$ cat src/rtl/instr_fetch_ctrl.sv
// instr_fetch_ctrl: prefetching instruction fetch unit; `define IFETCH_HALT_DETECT_EN to stop fetching on the HALT word 32'hFFFFFFFF
module instr_fetch_ctrl #(
  parameter logic [31:0] RESET_PC = 32'h0000_0000,
  parameter int FIFO_DEPTH = 2
) (
  input  logic        clk_i,
  input  logic        reset_i,
  output logic [31:0] iaddr_o,
  output logic        ird_o,
  input  logic        accept_i,
  input  logic [31:0] irdata_i,
  input  logic        redirect_i,
  input  logic [31:0] redirect_pc_i,
  output logic        inst_valid_o,
  output logic [31:0] inst_o,
  output logic [31:0] inst_pc_o,
  input  logic        inst_ready_i,
  output logic        halted_o
);
  localparam int AW = $clog2(FIFO_DEPTH);
  localparam logic [AW:0] DEPTH_C = (AW+1)'(FIFO_DEPTH);
  localparam logic [1:0] RUN = 2'd0, DRAIN = 2'd1, HALTED = 2'd2;
  logic [31:0] pc, req_pc;
  logic inflight;
  logic [1:0] state;
  logic [31:0] mem_inst [FIFO_DEPTH];
  logic [31:0] mem_pc [FIFO_DEPTH];
  logic [AW-1:0] rd_ptr, wr_ptr;
  logic [AW:0] count, occ;
  logic halt_word, push, pop;
`ifdef IFETCH_HALT_DETECT_EN
  assign halt_word = inflight && irdata_i == 32'hFFFF_FFFF;
  assign halted_o = !reset_i && state == HALTED;
`else
  assign halt_word = 1'b0;
  assign halted_o = 1'b0;
`endif
  assign push = !reset_i && inflight && !redirect_i && !halt_word;
  assign inst_valid_o = !reset_i && count != '0;
  assign pop = inst_valid_o && inst_ready_i;
  // occupancy the FIFO will have once the outstanding response lands
  assign occ = count + {{AW{1'b0}}, inflight} - {{AW{1'b0}}, pop};
  assign ird_o = !reset_i && state == RUN && !redirect_i && !halt_word && occ < DEPTH_C;
  assign iaddr_o = pc;
  assign inst_o = mem_inst[rd_ptr];
  assign inst_pc_o = mem_pc[rd_ptr];
  always_ff @(posedge clk_i) begin
    if (reset_i) begin
      pc <= RESET_PC;
      req_pc <= RESET_PC;
      inflight <= 1'b0;
      state <= RUN;
      count <= '0;
      rd_ptr <= '0;
      wr_ptr <= '0;
    end else if (redirect_i) begin
      pc <= {redirect_pc_i[31:2], 2'b00};
      inflight <= 1'b0;
      state <= RUN;
      count <= '0;
      rd_ptr <= '0;
      wr_ptr <= '0;
    end else begin
      inflight <= ird_o && accept_i;
      if (ird_o && accept_i) begin
        pc <= pc + 32'd4;
        req_pc <= pc;
      end
      if (push) begin
        mem_inst[wr_ptr] <= irdata_i;
        mem_pc[wr_ptr] <= req_pc;
        wr_ptr <= wr_ptr + 1'b1;
      end
      if (pop) rd_ptr <= rd_ptr + 1'b1;
      count <= count + {{AW{1'b0}}, push} - {{AW{1'b0}}, pop};
`ifdef IFETCH_HALT_DETECT_EN
      if (halt_word && state == RUN) state <= DRAIN;
      else if (state == DRAIN && count == '0) state <= HALTED;
`endif
    end
  end
  always_ff @(posedge clk_i)
    if (push && !pop) assert (count < DEPTH_C) else $error("instr_fetch_ctrl fifo overflow");
endmodule

$ cat config.mk
export PLATFORM = sky130hd
export DESIGN_NAME = instr_fetch_ctrl
export DESIGN_NICKNAME = d
export VERILOG_FILES = /design/src/rtl/instr_fetch_ctrl.sv
export SDC_FILE = /design/constraint.sdc
export NUM_CORES = 1
export LEC_CHECK = 0
export ABC_AREA = 1
export BUFFER_PORTS_ARGS = -buffer_cell sky130_fd_sc_hd__clkbuf_2
export CORE_UTILIZATION = 59
export DETAILED_ROUTE_END_ITERATION = 12
export PLACE_DENSITY = 0.83
export SLEW_MARGIN = 5
export SYNTH_ARGS = -nofsm -noshare
export SYNTH_HDL_FRONTEND = slang
export SYNTH_SLANG_ARGS = --single-unit
$ cat constraint.sdc
create_clock -name clk_i -period 11.6 [get_ports clk_i]
set_clock_uncertainty 0.1 [all_clocks]
set_input_delay 2.32 -clock clk_i [delete_from_list [all_inputs] [get_ports clk_i]]
set_output_delay 2.32 -clock clk_i [all_outputs]
set_load 0.01 [all_outputs]
Word level (Yosys, flattened, before mapping)

Memory sizes are Yosys's and may differ from the RTL's. A register that Yosys moved wholly into a read port is not among the register bits.
Cells that the tools add are included.

Output and inout bits: 99
Memory bits (writable): 128
Bits in latches: 0
Logic and storage cells: 41
Bits of input ports: 69
Memories: 2
Bits in read-only memories: 0
Bits in registers: 69

Memories:

| name     | words | width | rd ports | clocked after memory_dff | write ports | RTL line | source |
|---|---|---|---|---|---|---|---|
| mem_inst | 2     | 32    | 1        | 1                        | 1           | 26       | `logic [31:0] mem_inst [FIFO_DEPTH];` |
| mem_pc   | 2     | 32    | 1        | 1                        | 1           | 27       | `logic [31:0] mem_pc [FIFO_DEPTH];` |

Reductions and logical operators: 13
Magnitude comparators: 1
$add $sub $neg: 7
Eq/ne operators: 0
Shift operators: 0
Div/mod/pow operators: 0
Multipliers: 0
Mux-type cells: 10
Bitwise logic cells: 1

Operator list:

| cell                                              | number |
|---|---|
| 2-to-1 mux 32 bit                                 | 2 |
| adder 32 x 3 -> 32 bit, second input constant     | 1 |
| 2-to-1 mux 1 bit                                  | 8 |
| logical AND 1 bit                                 | 7 |
| adder 2 x 1 -> 2 bit                              | 2 |
| nonzero test 2 bit                                | 2 |
| subtractor 2 x 1 -> 2 bit                         | 2 |
| adder 1 bit, second input constant                | 2 |
| zero test 1 bit                                   | 2 |
| less-than comparator 2 bit, second input constant | 1 |
| AND reduction 2 bit                               | 1 |
| OR reduction 2 bit                                | 1 |
| NOT 1 bit                                         | 1 |

Depth between registers and ports, before layout

Word-level depth: 9
Mapped depth: 17
Mapped depth without buffers: 16

Least setup slack after synthesis

No wires, ideal clock.

Path type: in2reg
Start point: in redirect_i
End point: mem mem_inst[1][0] (enable)
Arrival: 5.584 ns
Stages on the path: 6
Buffers on the path: 1
Data required time: 11.016 ns
Slack: 5.432 ns
Path through: buf_2 -> nor2_2 -> inv_1 -> nor2_1 -> inv_1 -> nor2_1

Cells in the longest elaborated chain, start to end: 6

Ends and longest elaborated chain:

| item                                     | RTL line | source |
|---|---|---|
| start: declaration                       | 12       | `input logic redirect_i,` |
| zero test 1 bit                          | 38       | `assign push = !reset_i && inflight && !redirect_i && !halt_word;` |
| logical AND 1 bit                        | 38       |  |
| 2-to-1 mux 1 bit                         | 69       | `if (push) begin` |
| 2-to-1 mux 1 bit *                       | 56       | `end else if (redirect_i) begin` |
| 2-to-1 mux 1 bit *                       | 48       | `if (reset_i) begin` |
| 2-to-1 mux 1 bit (implied by the code) * | 70       | `mem_inst[wr_ptr] <= irdata_i;` |
| end: declaration                         | 26       |  |

Every way passes the cells marked *; elsewhere a longest branch is shown, timed or not.

Worst setup path after layout

Start point: in reset_i
End point: out ird_o

Cells in the longest elaborated chain, start to end: 6

Ends and longest elaborated chain:

| item                       | RTL line | source |
|---|---|---|
| start: declaration         | 7        | `input logic reset_i,` |
| zero test 1 bit            | 39       | `assign inst_valid_o = !reset_i && count != '0;` |
| logical AND 1 bit          | 39       |  |
| logical AND 1 bit          | 40       | `assign pop = inst_valid_o && inst_ready_i;` |
| via pop                    | 30       | `logic halt_word, push, pop;` |
| subtractor 2 x 1 -> 2 bit  | 42       | `assign occ = count + {{AW{1'b0}}, inflight} - {{AW{1'b0}}, pop};` |
| less-than comparator 2 bit | 43       | `assign ird_o = !reset_i && state == RUN && !redirect_i && !halt_word && occ < DEPTH_C;` |
| logical AND 1 bit          | 43       |  |
| end: declaration           | 9        | `output logic ird_o,` |

The timed path passes the listed nets, and every way through them passes these cells.

==> results.rst <==
.. list-table::
   :header-rows: 1

   * - Metric
     - Value
   * - Fraction of registers with async set/reset
     - 0%
   * - Count of TritonRoute iterations in the first routing pass
     - 6
   * - Time the worst path needs with I/O delays and setup
     - 6.52 ns
   * - Wire length of the first global-routing pass
     - 26.4 mm
   * - Number of endpoints failing setup at the final stage
     - 0
   * - Global-route track usage on met2
     - 38.3%
   * - Die Height
     - 119 um
   * - Share of power burned in registers
     - 53.0%
   * - Total of buffers placed on input and output ports
     - 160
   * - Type of the worst min-delay path
     - flop to flop
   * - Start point of the worst hold path
     - req_pc[21]$_SDFFE_PP0P_
   * - Library cell with the highest instance count after synthesis
     - sky130_fd_sc_hd__nand2_1
   * - Number of antenna violations at the first check in global routing
     - 0
   * - Worst slew margin relative to its limit
     - 46.2%
   * - Diode count
     - 0
   * - Final weighted congestion of routability-driven global placement
     - 0.914
   * - Number of enable flip-flop cells after synthesis
     - 124
   * - Row count
     - 42
   * - Vias
     - 5,747
   * - Biggest area consumer among synthesized cells
     - sky130_fd_sc_hd__edfxtp_1
   * - Fin. Hold Viols
     - 0
   * - Top-level port count
     - 168
   * - Startpoint of the worst register-to-register path
     - count[1]$_SDFF_PP0_
   * - Hold Path Stages
     - 0
   * - CP Class
     - primary input to output port
   * - Top Usage Layer GRT
     - met2
   * - Post-Synthesis Cells
     - 767
   * - Worst Setup Start Kind
     - primary input
   * - Instance count after placement with tap cells included
     - 1,076
   * - Root cell of the clock tree
     - sky130_fd_sc_hd__clkbuf_16
   * - CP Data Required Time
     - 9.18 ns
   * - Main flop type after synthesis
     - sky130_fd_sc_hd__edfxtp_1
   * - Max-slew violations
     - 0
   * - Total Power
     - 1.41 mW
   * - Critical path capture point type
     - output port
   * - Number of instances resized during post-cts repair
     - 0
   * - Setup repair after global routing missed its margin
     - no
   * - Number of DRC violations after detailed-routing iteration 0
     - 489
   * - Avg WL per Cell
     - 14.6 um
   * - FF-to-FF setup slack
     - 8.60 ns
   * - Number of violations of the max-capacitance limit
     - 0
   * - Arrival time of data at the critical path endpoint
     - 4.10 ns
   * - Fmax
     - 153 MHz
   * - HPWL after DPL
     - 10.8 mm
   * - Maximum fanout count along the critical path
     - 37
   * - Global router's overall resource usage
     - 24.2%
   * - Register area share after synthesis
     - 62.6%
   * - Internal power
     - 1.11 mW
   * - Total clock sinks
     - 190
   * - Fraction of layout instances using a drive strength above 1
     - 29.5%
   * - Max clock buf depth
     - 2
   * - Net load switching power
     - 0.297 mW
   * - Yosys synthesis warning count
     - 0
   * - Finished Core Util
     - 71.9%
   * - Mapped cell area
     - 8060 um^2
   * - DRC violations left
     - 0
   * - TritonCTS clock tree
     - yes
   * - Filler cell count
     - 1,008
   * - Worst reg2reg endpoint
     - iaddr_o[2]$_SDFFE_PP0P_
   * - Length in cells of the worst reg-to-reg path
     - 15
   * - Post-synthesis sequential element count
     - 190
   * - Overall die area
     - 14,100 um^2
   * - Fraction of power consumed by combinational cells
     - 5.0%
   * - Drt via density
     - 5.19
   * - Fin crit share
     - 56.2%
   * - M3 GR Usage
     - 5.27%
   * - Total overflow reported by the global router
     - 0
   * - Later-pin clock latency in the skew report
     - 0.42 ns
   * - Leading cell types by count after synthesis
     - sky130_fd_sc_hd__nand2_1, sky130_fd_sc_hd__edfxtp_1, sky130_fd_sc_hd__nor2_1, sky130_fd_sc_hd__dfxtp_1, sky130_fd_sc_hd__mux2_2
   * - Via count of the first global-routing pass
     - 5,365
   * - Hold-fix buffer count after cts
     - 0
   * - Worst VDD drop
     - 107 uV
   * - Result of the run
     - finished clean
   * - Final-layout worst hold slack
     - 0.353 ns
   * - Detailed-route wire length
     - 16.2 mm
   * - Synth unique cells
     - 33
   * - Clock power frac
     - 42.0%
   * - Clock-pin transition on the worst setup and hold timing paths
     - 0.07 ns
   * - Power Dens Cells
     - 147 nW/um^2
   * - Synthesis-to-finish area growth
     - 18.7%
   * - Leakage power
     - 3.82 nW
   * - Core Region
     - 13,300 um^2
   * - Post-detailed-route count of antenna-violating nets
     - 0
   * - Nets
     - 992
   * - Cell types with the largest area share after synthesis
     - sky130_fd_sc_hd__edfxtp_1, sky130_fd_sc_hd__dfxtp_1, sky130_fd_sc_hd__nand2_1, sky130_fd_sc_hd__mux2_2, sky130_fd_sc_hd__nor2_1
   * - Share of Yosys cell area claimed by the top area cell type
     - 46.2%
   * - Global Route met1 Usage
     - 32.9%
   * - Switching part of the total power
     - 21.1%
   * - Final sum of negative setup slack
     - 0 ns
   * - Post-CTS setup buffers
     - 0
   * - Floorplan die width
     - 119 um
   * - Slew of the pin with the lowest slew margin
     - 0.806 ns
   * - Initial Util
     - 60.6%
   * - CTS Buf Count
     - 17
   * - Pin count of the biggest net entering global routing
     - 63
   * - Deepest level of the CTS H-tree
     - 4
   * - Hold EP
     - mem_pc[1][21]$_DFFE_PP_
   * - Filler-free cell count of the finished design
     - 1,108
   * - Mean Syn Cell Area
     - 10.5 um^2
==> stage by stage <==
step / setup WS [ns] / cell area [um^2]
floorplan: 5.43 / 8070
global placement: 5.10 / 8940
detailed placement: 5.09 / 8940
CTS: 5.09 / 9560
global route: 4.85 / 9560
finish: 5.08 / 9560
==> cells in the final DEF, fill, tap and decap left out, types with 2 or more instances in the layout <==
cell,count
sky130_fd_sc_hd__nand2_1,191
sky130_fd_sc_hd__clkbuf_2,160
sky130_fd_sc_hd__edfxtp_1,124
sky130_fd_sc_hd__nor2_1,77
sky130_fd_sc_hd__dfxtp_1,65
sky130_fd_sc_hd__mux2_2,62
sky130_fd_sc_hd__nand3_1,51
sky130_fd_sc_hd__inv_1,48
sky130_fd_sc_hd__a21oi_1,45
sky130_fd_sc_hd__o21ai_0,26
sky130_fd_sc_hd__clkbuf_16,19
sky130_fd_sc_hd__nor2_2,6
sky130_fd_sc_hd__nor2_4,5
sky130_fd_sc_hd__xnor2_1,5
sky130_fd_sc_hd__conb_1,5
sky130_fd_sc_hd__nand2_2,4
sky130_fd_sc_hd__ha_1,4
sky130_fd_sc_hd__xor2_1,3
sky130_fd_sc_hd__inv_6,3
sky130_fd_sc_hd__buf_4,3
sky130_fd_sc_hd__inv_2,2
sky130_fd_sc_hd__inv_4,2
sky130_fd_sc_hd__clkinv_1,2
sky130_fd_sc_hd__o21bai_1,2
sky130_fd_sc_hd__a21boi_1,2
sky130_fd_sc_hd__clkinv_4,2
sky130_fd_sc_hd__clkbuf_1,2
sky130_fd_sc_hd__bufinv_16,2
==> worst max-delay path by stage <==
stage,startpoint,end,depth (start not counted)
floorplan,redirect_i,mem_inst[1][0]$_DFFE_PP_,6
global route,reset_i,ird_o,13
detailed placement,reset_i,ird_o,13
finish,reset_i,ird_o,13
CTS,reset_i,ird_o,13
global placement,reset_i,ird_o,13
==> final cells by class <==
| type | instances | area, um^2 | share of cell area [%] |
|---|---|---|---|
| Timing Repair Buffer | 163 | 823 | 8.61 |
| Clock inverter | 10 | 121 | 1.27 |
| Tap cell | 176 | 220 | 2.30 |
| Clock buffer | 22 | 497 | 5.19 |
| Sequential cell | 190 | 5050 | 52.8 |
| Inverter | 52 | 198 | 2.07 |
| Multi-Input combinational cell | 495 | 2660 | 27.8 |
==> metal layers <==
layer / part of all wire, % / vias to the layer above
met3: 6.5 / 24
met2: 46 / 219
met5: 0 / -
met4: 1.6 / 0
li1: - / 2884
met1: 46 / 2620
==> sequential cells by signal, summed over array words and instances, names as in the netlist, named ones only <==
register,count
count,2
mem_inst,64
mem_pc,60
inflight,1
iaddr_o,30
wr_ptr,1
rd_ptr,1
req_pc,30
==> critical path: stages <==
cell and delay, ns:
sky130_fd_sc_hd__clkbuf_2 0.45, sky130_fd_sc_hd__a21oi_1 0.33, sky130_fd_sc_hd__nand2_1 0.11, sky130_fd_sc_hd__inv_1 0.10, sky130_fd_sc_hd__ha_1 0.23, sky130_fd_sc_hd__inv_1 0.05, sky130_fd_sc_hd__nand2_1 0.06, sky130_fd_sc_hd__inv_1 0.05
sky130_fd_sc_hd__nand2_1 0.05, sky130_fd_sc_hd__nand2_1 0.11, sky130_fd_sc_hd__nand2_1 0.06, sky130_fd_sc_hd__inv_1 0.05, sky130_fd_sc_hd__clkbuf_2 0.12
==> kinds of logic (layout without fill, tap and decap cells) <==
| family | after synthesis | count (layout) | synth area share, % |
|---|---|---|---|
| compound gates | 77 | 77 | 4.94 |
| simple gates | 339 | 339 | 17.5 |
| fa+ha+maj | 4 | 4 | 0.621 |
| mux | 62 | 62 | 8.66 |
| buf+inv | 86 | 247 | 4.78 |
| other cells | 1 | 5 | 0.0465 |
| xor+xnor | 8 | 8 | 0.870 |
| flops | 190 | 190 | 62.6 |
==> power groups by stage <==
stage               clock, mW  combinational (mW)  sequential (mW)
global route            0.631              0.0798            0.748
CTS                     0.601              0.0708            0.746
detailed placement          0              0.0701            0.761
floorplan                   0              0.0416            0.759
global placement            0              0.0679            0.760
finish                  0.591              0.0708            0.746
Note: power is estimated with default switching activity, not from simulation.
